--- config.mk ---
export PLATFORM = sky130hd
export DESIGN_NAME = eth_tx_arbiter_flat
export DESIGN_NICKNAME = d
export VERILOG_FILES = /design/src/rtl/eth_tx_arbiter_pkg.sv /design/src/rtl/eth_tx_arbiter_if.sv /design/src/rtl/eth_tx_arbiter_skid.sv /design/src/rtl/eth_tx_arbiter.sv /design/src/flat_wrapper.sv
export SDC_FILE = /design/constraint.sdc
export NUM_CORES = 1
export LEC_CHECK = 0
export ABC_AREA = 1
export CORE_MARGIN = 2
export CORE_UTILIZATION = 42
export CTS_BUF_LIST = sky130_fd_sc_hd__clkbuf_4 sky130_fd_sc_hd__clkbuf_8
export CTS_CLUSTER_SIZE = 10
export DETAILED_ROUTE_END_ITERATION = 8
export DONT_BUFFER_PORTS = 1
export SYNTH_ARGS = -nofsm -noshare
export SYNTH_HDL_FRONTEND = slang
export SYNTH_HIERARCHICAL = 1
export SYNTH_SLANG_ARGS = --single-unit
--- constraint.sdc ---
create_clock -name clk156 -period 6.1 [get_ports clk156]
set_clock_uncertainty 0.1 [all_clocks]
set_input_delay 0.61 -clock clk156 [delete_from_list [all_inputs] [get_ports clk156]]
set_output_delay 0.61 -clock clk156 [all_outputs]
set_load 0.02 [all_outputs]
--- src/rtl/eth_tx_arbiter_pkg.sv ---
// eth_tx_arbiter_pkg: shared types for the ETH1 TX arbiter slice.
// Holds the arbiter state encoding, the beat bundle and a saturating helper.
package eth_tx_arbiter_pkg;

    localparam int LP_DATA_W = 64;
    localparam int LP_KEEP_W = LP_DATA_W / 32;

    typedef enum logic [2:0] {
        IDLE,
        GRANT0,
        GRANT1,
        DROP0,
        DROP1
    } arb_state_t;

    typedef struct packed {
        logic [LP_DATA_W-1:0] tdata;
        logic [LP_KEEP_W-1:0] tkeep;
        logic                 tlast;
        logic                 tuser;
    } axis_beat_t;

    function automatic logic [15:0] sat_inc16(input logic [15:0] v);
        return (v == 16'hffff) ? v : v + 16'd1;
    endfunction

endpackage

--- src/rtl/eth_tx_arbiter_if.sv ---
// eth_tx_arbiter_if: AXI-Stream bundle (tdata/tkeep/tlast/tuser/tvalid/tready).
// master drives payload+tvalid, slave drives tready.
interface eth_tx_arbiter_if
    import eth_tx_arbiter_pkg::*;
#(
    parameter int DW = LP_DATA_W,
    parameter int KW = DW / 32
) ();
    logic [DW-1:0] tdata;
    logic [KW-1:0] tkeep;
    logic          tlast;
    logic          tuser;
    logic          tvalid;
    logic          tready;

    modport master (
        output tdata, tkeep, tlast, tuser, tvalid,
        input  tready
    );

    modport slave (
        input  tdata, tkeep, tlast, tuser, tvalid,
        output tready
    );
endinterface

--- src/rtl/eth_tx_arbiter_skid.sv ---
// axis_skid_slice: 2-entry registered skid buffer for one axis_beat_t stream.
// Ports: i_clk/i_rst, input beat+valid/ready, output beat+valid/ready.
module axis_skid_slice
    import eth_tx_arbiter_pkg::*;
(
    input  logic       i_clk,
    input  logic       i_rst,
    input  axis_beat_t i_beat,
    input  logic       i_valid,
    output logic       o_ready,
    output axis_beat_t o_beat,
    output logic       o_valid,
    input  logic       i_ready
);
    axis_beat_t r_main;
    axis_beat_t r_skid;
    logic       r_main_vld;
    logic       r_skid_vld;
    logic       w_in_fire;

    // Ready depends only on local state, so upstream never sees
    // a combinational path from downstream tready.
    assign o_ready   = ~r_skid_vld;
    assign w_in_fire = i_valid & ~r_skid_vld;
    assign o_beat    = r_main;
    assign o_valid   = r_main_vld;

    always_ff @(posedge i_clk) begin
        if (i_rst) begin
            r_main     <= '0;
            r_skid     <= '0;
            r_main_vld <= 1'b0;
            r_skid_vld <= 1'b0;
        end else if (!r_main_vld || i_ready) begin
            if (r_skid_vld) begin
                r_main     <= r_skid;
                r_main_vld <= 1'b1;
                r_skid_vld <= 1'b0;
            end else begin
                r_main_vld <= w_in_fire;
                if (w_in_fire) r_main <= i_beat;
            end
        end else if (w_in_fire) begin
            // Output stalled: park the beat so the main register holds.
            r_skid     <= i_beat;
            r_skid_vld <= 1'b1;
        end
    end
endmodule

--- src/rtl/eth_tx_arbiter.sv ---
// eth_tx_arbiter: packet-granular 2:1 round-robin AXIS arbiter, truncating
// oversize frames. Ports: clk156, sys_rst, s0/s1 slave, m master, stats.
module eth_tx_arbiter
    import eth_tx_arbiter_pkg::*;
#(
    parameter int C_DATA_WIDTH = LP_DATA_W,
    parameter int KEEP_WIDTH   = C_DATA_WIDTH / 32,
    parameter int MAX_BEATS    = 256
) (
    input  logic                   clk156,
    input  logic                   sys_rst,
    eth_tx_arbiter_if.slave        s0_axis,
    eth_tx_arbiter_if.slave        s1_axis,
    eth_tx_arbiter_if.master       m_axis,
    output logic [31:0]            frames_fwd0,
    output logic [31:0]            frames_fwd1,
    output logic [15:0]            trunc_cnt
);
    localparam int LP_BW = (MAX_BEATS > 2) ? $clog2(MAX_BEATS) : 1;
    localparam logic [LP_BW-1:0] LP_LAST = LP_BW'(MAX_BEATS - 1);

    arb_state_t        r_state;
    arb_state_t        w_next;
    logic              r_last_grant;
    logic [LP_BW-1:0]  r_beat_cnt;
    logic [31:0]       r_fwd0;
    logic [31:0]       r_fwd1;
    logic [15:0]       r_trunc_cnt;

    logic                    w_sel1;
    logic                    w_src_vld;
    logic                    w_src_last;
    logic                    w_oth_vld;
    logic [C_DATA_WIDTH-1:0] w_src_data;
    logic [KEEP_WIDTH-1:0]   w_src_keep;
    logic                    w_rdy;
    logic                    w_fwd;
    logic                    w_fire;
    logic                    w_trunc;
    logic                    w_can;
    axis_beat_t              w_in_beat;
    axis_beat_t              w_out_beat;
    logic                    w_out_vld;

    assign w_sel1     = (r_state == GRANT1) || (r_state == DROP1);
    assign w_src_vld  = w_sel1 ? s1_axis.tvalid : s0_axis.tvalid;
    assign w_src_last = w_sel1 ? s1_axis.tlast  : s0_axis.tlast;
    assign w_src_data = w_sel1 ? s1_axis.tdata  : s0_axis.tdata;
    assign w_src_keep = w_sel1 ? s1_axis.tkeep  : s0_axis.tkeep;
    assign w_oth_vld  = w_sel1 ? s0_axis.tvalid : s1_axis.tvalid;

    assign w_fire  = w_src_vld & w_rdy;
    // Last allowed beat without tlast: forward it as a forced end.
    assign w_trunc = w_fwd & (r_beat_cnt == LP_LAST) & ~w_src_last;

    assign s0_axis.tready = w_rdy & ~w_sel1;
    assign s1_axis.tready = w_rdy & w_sel1;

    always_ff @(posedge clk156) begin
        if (sys_rst) r_state <= IDLE;
        else         r_state <= w_next;
    end

    always_comb begin
        w_next = r_state;
        unique case (r_state)
            IDLE: begin
                if (s0_axis.tvalid && s1_axis.tvalid)
                    w_next = r_last_grant ? GRANT0 : GRANT1;
                else if (s0_axis.tvalid)
                    w_next = GRANT0;
                else if (s1_axis.tvalid)
                    w_next = GRANT1;
            end
            GRANT0, GRANT1: begin
                if (w_fire) begin
                    if (w_trunc)
                        w_next = w_sel1 ? DROP1 : DROP0;
                    else if (w_src_last && w_oth_vld)
                        w_next = w_sel1 ? GRANT0 : GRANT1;
                end else if (r_beat_cnt == '0 && !w_src_vld) begin
                    // Between frames with nothing offered: release.
                    w_next = IDLE;
                end
            end
            DROP0, DROP1: begin
                if (w_fire && w_src_last) w_next = IDLE;
            end
            default: w_next = IDLE;
        endcase
    end

    always_comb begin
        w_rdy = 1'b0;
        w_fwd = 1'b0;
        unique case (r_state)
            GRANT0, GRANT1: begin
                w_rdy = w_can;
                w_fwd = 1'b1;
            end
            DROP0, DROP1: w_rdy = 1'b1;
            default: ;
        endcase
    end

    always_comb begin
        w_in_beat       = '0;
        w_in_beat.tdata = w_src_data;
        w_in_beat.tkeep = w_src_keep;
        w_in_beat.tlast = w_src_last | w_trunc;
        w_in_beat.tuser = w_trunc;
    end

    always_ff @(posedge clk156) begin
        if (sys_rst) begin
            r_last_grant <= 1'b1;
            r_beat_cnt   <= '0;
            r_fwd0       <= '0;
            r_fwd1       <= '0;
            r_trunc_cnt  <= '0;
        end else if (w_fire && w_fwd) begin
            if (w_src_last || w_trunc) r_beat_cnt <= '0;
            else                       r_beat_cnt <= r_beat_cnt + 1'b1;
            if (w_trunc) begin
                r_trunc_cnt <= sat_inc16(r_trunc_cnt);
            end else if (w_src_last) begin
                r_last_grant <= w_sel1;
                if (w_sel1) r_fwd1 <= r_fwd1 + 32'd1;
                else        r_fwd0 <= r_fwd0 + 32'd1;
            end
        end else if (w_fire && w_src_last) begin
            r_last_grant <= w_sel1;
        end
    end

    axis_skid_slice u_slice (
        .i_clk   (clk156),
        .i_rst   (sys_rst),
        .i_beat  (w_in_beat),
        .i_valid (w_fwd & w_src_vld),
        .o_ready (w_can),
        .o_beat  (w_out_beat),
        .o_valid (w_out_vld),
        .i_ready (m_axis.tready)
    );

    assign m_axis.tdata  = w_out_beat.tdata;
    assign m_axis.tkeep  = w_out_beat.tkeep;
    assign m_axis.tlast  = w_out_beat.tlast;
    assign m_axis.tuser  = w_out_beat.tuser;
    assign m_axis.tvalid = w_out_vld;

    assign frames_fwd0 = r_fwd0;
    assign frames_fwd1 = r_fwd1;
    assign trunc_cnt   = r_trunc_cnt;
endmodule

--- src/flat_wrapper.sv ---
// flat-port wrapper written by rule: the top's interface ports become plain ports
module eth_tx_arbiter_flat import eth_tx_arbiter_pkg::*;
#(
    parameter int C_DATA_WIDTH = LP_DATA_W,
    parameter int KEEP_WIDTH   = C_DATA_WIDTH / 32,
    parameter int MAX_BEATS    = 256
)
  (clk156, sys_rst, frames_fwd0, frames_fwd1, trunc_cnt, s0_axis_tdata, s0_axis_tkeep, s0_axis_tlast, s0_axis_tuser, s0_axis_tvalid, s0_axis_tready, s1_axis_tdata, s1_axis_tkeep, s1_axis_tlast, s1_axis_tuser, s1_axis_tvalid, s1_axis_tready, m_axis_tdata, m_axis_tkeep, m_axis_tlast, m_axis_tuser, m_axis_tvalid, m_axis_tready);
  eth_tx_arbiter_if #(.DW(64), .KW(2)) s0_axis_i ();
  eth_tx_arbiter_if #(.DW(64), .KW(2)) s1_axis_i ();
  eth_tx_arbiter_if #(.DW(64), .KW(2)) m_axis_i ();
  input  logic clk156;
  input  logic sys_rst;
  output logic [31:0] frames_fwd0;
  output logic [31:0] frames_fwd1;
  output logic [15:0] trunc_cnt;
  input wire logic [$bits(s0_axis_i.tdata)-1:0] s0_axis_tdata;
  input wire logic [$bits(s0_axis_i.tkeep)-1:0] s0_axis_tkeep;
  input wire logic [$bits(s0_axis_i.tlast)-1:0] s0_axis_tlast;
  input wire logic [$bits(s0_axis_i.tuser)-1:0] s0_axis_tuser;
  input wire logic [$bits(s0_axis_i.tvalid)-1:0] s0_axis_tvalid;
  output wire logic [$bits(s0_axis_i.tready)-1:0] s0_axis_tready;
  input wire logic [$bits(s1_axis_i.tdata)-1:0] s1_axis_tdata;
  input wire logic [$bits(s1_axis_i.tkeep)-1:0] s1_axis_tkeep;
  input wire logic [$bits(s1_axis_i.tlast)-1:0] s1_axis_tlast;
  input wire logic [$bits(s1_axis_i.tuser)-1:0] s1_axis_tuser;
  input wire logic [$bits(s1_axis_i.tvalid)-1:0] s1_axis_tvalid;
  output wire logic [$bits(s1_axis_i.tready)-1:0] s1_axis_tready;
  output wire logic [$bits(m_axis_i.tdata)-1:0] m_axis_tdata;
  output wire logic [$bits(m_axis_i.tkeep)-1:0] m_axis_tkeep;
  output wire logic [$bits(m_axis_i.tlast)-1:0] m_axis_tlast;
  output wire logic [$bits(m_axis_i.tuser)-1:0] m_axis_tuser;
  output wire logic [$bits(m_axis_i.tvalid)-1:0] m_axis_tvalid;
  input wire logic [$bits(m_axis_i.tready)-1:0] m_axis_tready;
  assign s0_axis_i.tdata = s0_axis_tdata;
  assign s0_axis_i.tkeep = s0_axis_tkeep;
  assign s0_axis_i.tlast = s0_axis_tlast;
  assign s0_axis_i.tuser = s0_axis_tuser;
  assign s0_axis_i.tvalid = s0_axis_tvalid;
  assign s0_axis_tready = s0_axis_i.tready;
  assign s1_axis_i.tdata = s1_axis_tdata;
  assign s1_axis_i.tkeep = s1_axis_tkeep;
  assign s1_axis_i.tlast = s1_axis_tlast;
  assign s1_axis_i.tuser = s1_axis_tuser;
  assign s1_axis_i.tvalid = s1_axis_tvalid;
  assign s1_axis_tready = s1_axis_i.tready;
  assign m_axis_tdata = m_axis_i.tdata;
  assign m_axis_tkeep = m_axis_i.tkeep;
  assign m_axis_tlast = m_axis_i.tlast;
  assign m_axis_tuser = m_axis_i.tuser;
  assign m_axis_tvalid = m_axis_i.tvalid;
  assign m_axis_i.tready = m_axis_tready;
  eth_tx_arbiter #(.C_DATA_WIDTH(C_DATA_WIDTH), .KEEP_WIDTH(KEEP_WIDTH), .MAX_BEATS(MAX_BEATS)) u_core (.clk156(clk156), .sys_rst(sys_rst), .s0_axis(s0_axis_i), .s1_axis(s1_axis_i), .m_axis(m_axis_i), .frames_fwd0(frames_fwd0), .frames_fwd1(frames_fwd1), .trunc_cnt(trunc_cnt));
endmodule
Word-level counts from Yosys, hierarchy flattened
Index checks and enable logic that the tools add are counted.
Word-level totals
  logic and storage cells: 97
  bits in registers: 230
  input bits: 141
Operators by class
  add/subtract/negate cells: 4
  equality and inequality tests: 12
  reductions and logical operators: 24
  bitwise operators: 14
  multiplexer cells: 27
Operators by type and width (number)
  2-to-1 mux 68 bit: 2
  adder 32 x 1 -> 32 bit (second input constant): 2
  2-to-1 mux 64 bit: 1
  2-to-1 mux 3 bit: 9
  adder 16 x 1 -> 16 bit (second input constant): 1
  == test 16 bit (second input constant): 1
  AND reduction 4 bit: 3
  2-to-1 mux 1 bit: 9
  case mux 3 bit (3 select lines): 1
  adder 8 x 1 -> 8 bit (second input constant): 1
  == test 8 bit (second input constant): 1
  logical NOT 8 bit: 1
  2-to-1 mux 8 bit: 1
  bitwise AND 1 bit: 7
  == test 3 x 2 -> 1 bit (second input constant): 2
  2-to-1 mux 2 bit: 3
  inverter 1 bit: 6
  AND reduction 3 bit: 2
  OR reduction 2 bit: 3
  logical AND 1 bit: 5
  != test 2 x 1 -> 1 bit (second input constant): 2
  != test 4 x 3 -> 1 bit (second input constant): 1
  != test 4 bit (second input constant): 1
  AND reduction 2 bit: 2
  10 further kinds: 14

Longest topological paths before layout
  depth in word-level cells: 8
  gate-level depth with buffers: 16
  mapped depth without buffers: 14

By module
Netlist, hierarchy kept.
By module, submodules not included
  eth_tx_arbiter: seq. area each 1841.8 um^2, cells each 1083, times used 1, area each 6451.2 um^2
  axis_skid_slice: seq. area each 2762.6 um^2, cells each 1034, times used 1, area each 6441.2 um^2

Worst setup path before layout
Ideal clock, no wire load.
  path type: register -> register
  start point: register u_core.r_state[2]
  end point: register u_core.r_fwd1[4], in the netlist u_core/frames_fwd1[4]
  library setup time: 0.119 ns
  arrival: 1.788 ns
  buffers on the path: 3
  cell stages (with the launch flop): 12
  period minus slack after synthesis: 2.007 ns
  path slack: 4.093 ns
  path through: dfxtp_1 -> inv_2 -> nand2_2 -> nand2_2 -> buf_6 -> inv_1 -> clkbuf_1 -> ha_1 -> nand2_4 -> buf_6 -> nor3b_1 -> nor2_1
Between the ends
  cells in the longest elaborated chain, start to end: 7
  elaborated cells between the ends (all ways): 18
RTL lines
  from (decl): line eth_tx_arbiter.sv:22  | arb_state_t r_state;
  from (signal assigned): line eth_tx_arbiter.sv:61  | else r_state <= w_next;
  == test 3 x 2 -> 1 bit / == test 3 bit (equally long branches): line eth_tx_arbiter.sv:45  | assign w_sel1 = (r_state == GRANT1) || (r_state == DROP1);
  logical OR 1 bit (*): line eth_tx_arbiter.sv:45
  net u_core.w_sel1: line eth_tx_arbiter.sv:30  | logic w_sel1;
  2-to-1 mux 1 bit: line eth_tx_arbiter.sv:47  | assign w_src_last = w_sel1 ? s1_axis.tlast : s0_axis.tlast;
  inverter 1 bit: line eth_tx_arbiter.sv:54  | assign w_trunc = w_fwd & (r_beat_cnt == LP_LAST) & ~w_src_last;
  bitwise AND 1 bit: line eth_tx_arbiter.sv:54
  inverter 1 bit (no line)
  AND reduction 4 bit (no line) (*)
  to (signal assigned): line eth_tx_arbiter.sv:128  | if (w_sel1) r_fwd1 <= r_fwd1 + 32'd1;
  to (decl): line eth_tx_arbiter.sv:27  | logic [31:0] r_fwd1;
The timed path passes the listed nets; every way through them passes the cells marked *.
A chain may end at the register's enable or synchronous reset.

Final worst setup path
  start point: register u_core.r_state[2]
  end point: register u_core.r_fwd1[2], in the netlist u_core/frames_fwd1[2]
Between the ends
  cells in the longest elaborated chain, start to end: 7
  elaborated cells between the ends (all ways): 18
RTL lines
  == test 3 x 1 -> 1 bit, or another cell as far along: line eth_tx_arbiter.sv:96  | unique case (r_state)
  OR reduction 2 bit / logical OR 1 bit (equally long branches): line eth_tx_arbiter.sv:96, eth_tx_arbiter.sv:45
  2-to-1 mux 1 bit, on equally long branches: line eth_tx_arbiter.sv:96, eth_tx_arbiter.sv:47
  bitwise AND 1 bit / inverter 1 bit (equally long branches): line eth_tx_arbiter.sv:54
  bitwise AND 1 bit: line eth_tx_arbiter.sv:54
  inverter 1 bit (no line)
  AND reduction 4 bit (no line) (*)
Mark *: on every way between the ends. The rest lies on a longest branch, timed or not.

==> results.py <==
metrics = {
    "route": {
        "num_vias": 12190,
        "firstDrtPassIters": 5,
        "first_iter_violations": 819,
        "wl_met1_mm": 15.59,
        "final_antenna_net_count": 0,
        "wl_per_cell_um": 13.65,
        "viasPerCell": 4.886,
        "top_layer": "met4",
        "wl_met3_mm": 2.537,
        "drc_errors": 0,
        "route.met2.wl_mm": 15.20,
        "routed_wl_mm": 34.05,
    },
    "floorplanning": {
        "die_w_um": 179.2,
        "core.rowCount": 64,
        "ios": 292,
        "core_area_um2": 30430,
        "floorplan.initialDensity_pct": 42.37,
        "die_h_um": 179.2,
        "dieArea_um2": 32110,
    },
    "placed_design": {
        "placed_area_um2": 12880,
        "port-buffer-count": 0,
        "dp_hpwl_mm": 22.33,
        "globalplace.congestion": 0.8854,
    },
    "yosys": {
        "yosys.area.top_type_share_pct": 35.71,
        "yosysSeqAreaShare_pct": 35.71,
        "ys_warn_count": 6,
        "synth_edf_count": 0,
        "synth_cell_types": 39,
        "synth_cells": 2117,
        "yosysTopAreaCell": "dfxtp_1",
        "synth_flop_cell": "dfxtp_1",
        "yosys-top-cells-area": "dfxtp_1, nand2_1, nor2_1",
        "avgSynthCellArea_um2": 6.090,
        "ys_seq_elements": 230,
        "netlist_area_um2": 12890,
        "async_reset_ff_share_pct": 0,
        "syn-num-nets": 2265,
    },
    "clocking": {
        "clock_path_buffers": 3,
        "cts-root-buf": "clkbuf_8",
        "cts_resized": 0,
        "clkTransAtPathRegs_ns": 0.06,
        "cts_setup_buffers": 0,
        "holdBufCountCts": 0,
        "cts_tree": "done",
        "clock_latency_ns": 0.53,
        "cts_max_level": 2,
        "numCtsBuffers": 43,
        "cts.sinks": 230,
    },
    "grt": {
        "antenna_found_initial": 0,
        "grt_first_pass_wirelength_mm": 53.84,
        "grt_max_degree": 126,
        "grtUsageTotal_pct": 20.36,
        "grt_remaining_overflow": 0,
        "grt_pass1_vias": 10790,
    },
    "setup_path": {
        "required_ns": 6.43,
        "cp_cell_sequence": "inv_2 -> nand2_2 -> nand2_2 -> inv_2 -> ha_1 -> nand2_4 -> inv_2 -> nand3_1 -> nand2_1 -> nor2_1",
        "crit_buf_inv": 3,
        "cp_top_family": "buffers and inverters",
        "critPathSlowestCell": "inv_2",
        "cp_common_cell": "inv_2",
        "slowest_delay_ns": 1.09,
        "cp_max_fo": 69,
        "reg2reg_slack_ns": 2.27,
        "path_class": "register to register",
        "cp.arrival_ns": 4.16,
        "end_kind": "register",
        "critPathLaunchType": "register",
    },
    "status": {
        "status": "complete, no violations",
    },
    "sta": {
        "max_freq_mhz": 261.0,
        "max_slew_margin_pct": 20.30,
        "worst_slew_pin_slew_ns": 1.195,
        "final.min_clock_period_ns": 3.831,
        "grt_setup_unrepaired": "no",
        "timing.final.crit_share_pct": 62.81,
        "slew_violations": 0,
        "hold_viol": 0,
        "setup_viol": 0,
        "fin_setup_tns_ns": 0,
    },
    "cells_and_area": {
        "layout_common_cells": "nand2_1, nor2_1, dfxtp_1",
        "design_area_um2": 13890,
        "final_common_cell": "nand2_1",
        "nets": 2213,
        "syn_to_final_growth_pct": 7.764,
        "fin_util_pct": 45.66,
        "drive_gt1_share_pct": 6.053,
        "diodes": 0,
    },
    "pwr": {
        "total_power_uw": 5825,
        "leakagePower_uw": 0.006098,
        "vdd_drop_max_mv": 0.2273,
        "power_density_nw_per_um2": 419.3,
    },
    "flow_run": {
        "drv_cap": 0,
    },
    "hold_path": {
        "hp-class": "input pin to register",
    },
}
-- registers in the layout, indices dropped and copies added, names as in the netlist --
register / flops
u_core/trunc_cnt: 16
u_core/u_slice/r_skid: 68
u_core/frames_fwd0: 32
u_core/frames_fwd1: 32
u_core/u_slice/o_valid: 1
u_core/u_slice/r_skid_vld: 1
u_core/r_last_grant: 1
u_core/r_beat_cnt: 8
u_core/u_slice/o_beat: 68
u_core/r_state: 3
-- routing by layer --
metal  vias to the layer above  GRT usage [%]
met1                      5454          26.15
met5                         -              0
li1                       6386              -
met4                         0          5.914
met2                       293          33.37
met3                        53          5.556
-- stage by stage --
stage               std cells  hold slack (ns)  setup slack [ns]
floorplan                2117           0.3543             4.093
global placement         2416           0.3628             2.283
detailed placement       2416           0.3718             2.186
CTS                      2494          0.02767             2.173
global route             2494          0.04089             1.752
finish                   2494           0.1182             2.269
-- report_power, final --
part           total, uW  switching, uW  internal (uW)
sequential          2160            415           1740
combinational       1960           1390            571
clock               1710            674           1030
total               5820           2480           3340
-- layout make-up --
type,count,area [um2]
inverters,224,845.8
clock inverters,8,97.59
flip-flops and latches,230,4608
repair buffers,7,52.55
multi-input cells,1559,6880
fillers,3258,16540
well taps,396,495.5
clock buffers,70,913.4
-- worst reg2reg max path, delay by kind of cell, from the launching register on --
kind,cells,cell delay (ns)
AND/OR/NAND/NOR,6,1.20
buffers and inverters,3,1.66
flip-flops,1,0.41
adder cells (fa/ha/maj),1,0.36
-- Yosys cell counts, drive strengths merged (2+ instances only) --
library cell / count
nand2: 755
nor2: 375
dfxtp: 230
inv: 223
nand3: 121
o21ai: 89
a21oi: 70
buf: 62
nor3: 45
clkbuf: 42
xor2: 41
xnor2: 15
nand4: 14
ha: 7
nor3b: 7
nand3b: 6
o21bai: 4
and3: 3
and2: 2
nor4: 2
-- cell families (layout without fill, tap and decap cells) --
kind of cell	count (synthesis)	count (layout)	share of synthesized area, %
AO/OA/AOI/OAI	166	166	6.609
XOR/XNOR	56	56	3.804
adder cells (fa/ha/maj)	7	7	0.6793
buffers and inverters	328	309	11.00
flip-flops	230	230	35.71
AND/OR/NAND/NOR	1330	1330	42.20
-- final timing paths --
| path | start | endpoint | cells after the start |
|---|---|---|---|
| worst max register to register | u_core/r_state[2] | u_core/frames_fwd1[2] | 10 |
| worst min-delay path | sys_rst | u_core/frames_fwd1[20] | 1 |
| worst min register to register | u_core/u_slice/r_skid[41] | u_core/u_slice/r_skid[41] | 2 |
| worst max-delay path | u_core/r_state[2] | u_core/frames_fwd1[2] | 10 |
(Power assumes the default switching activity.)
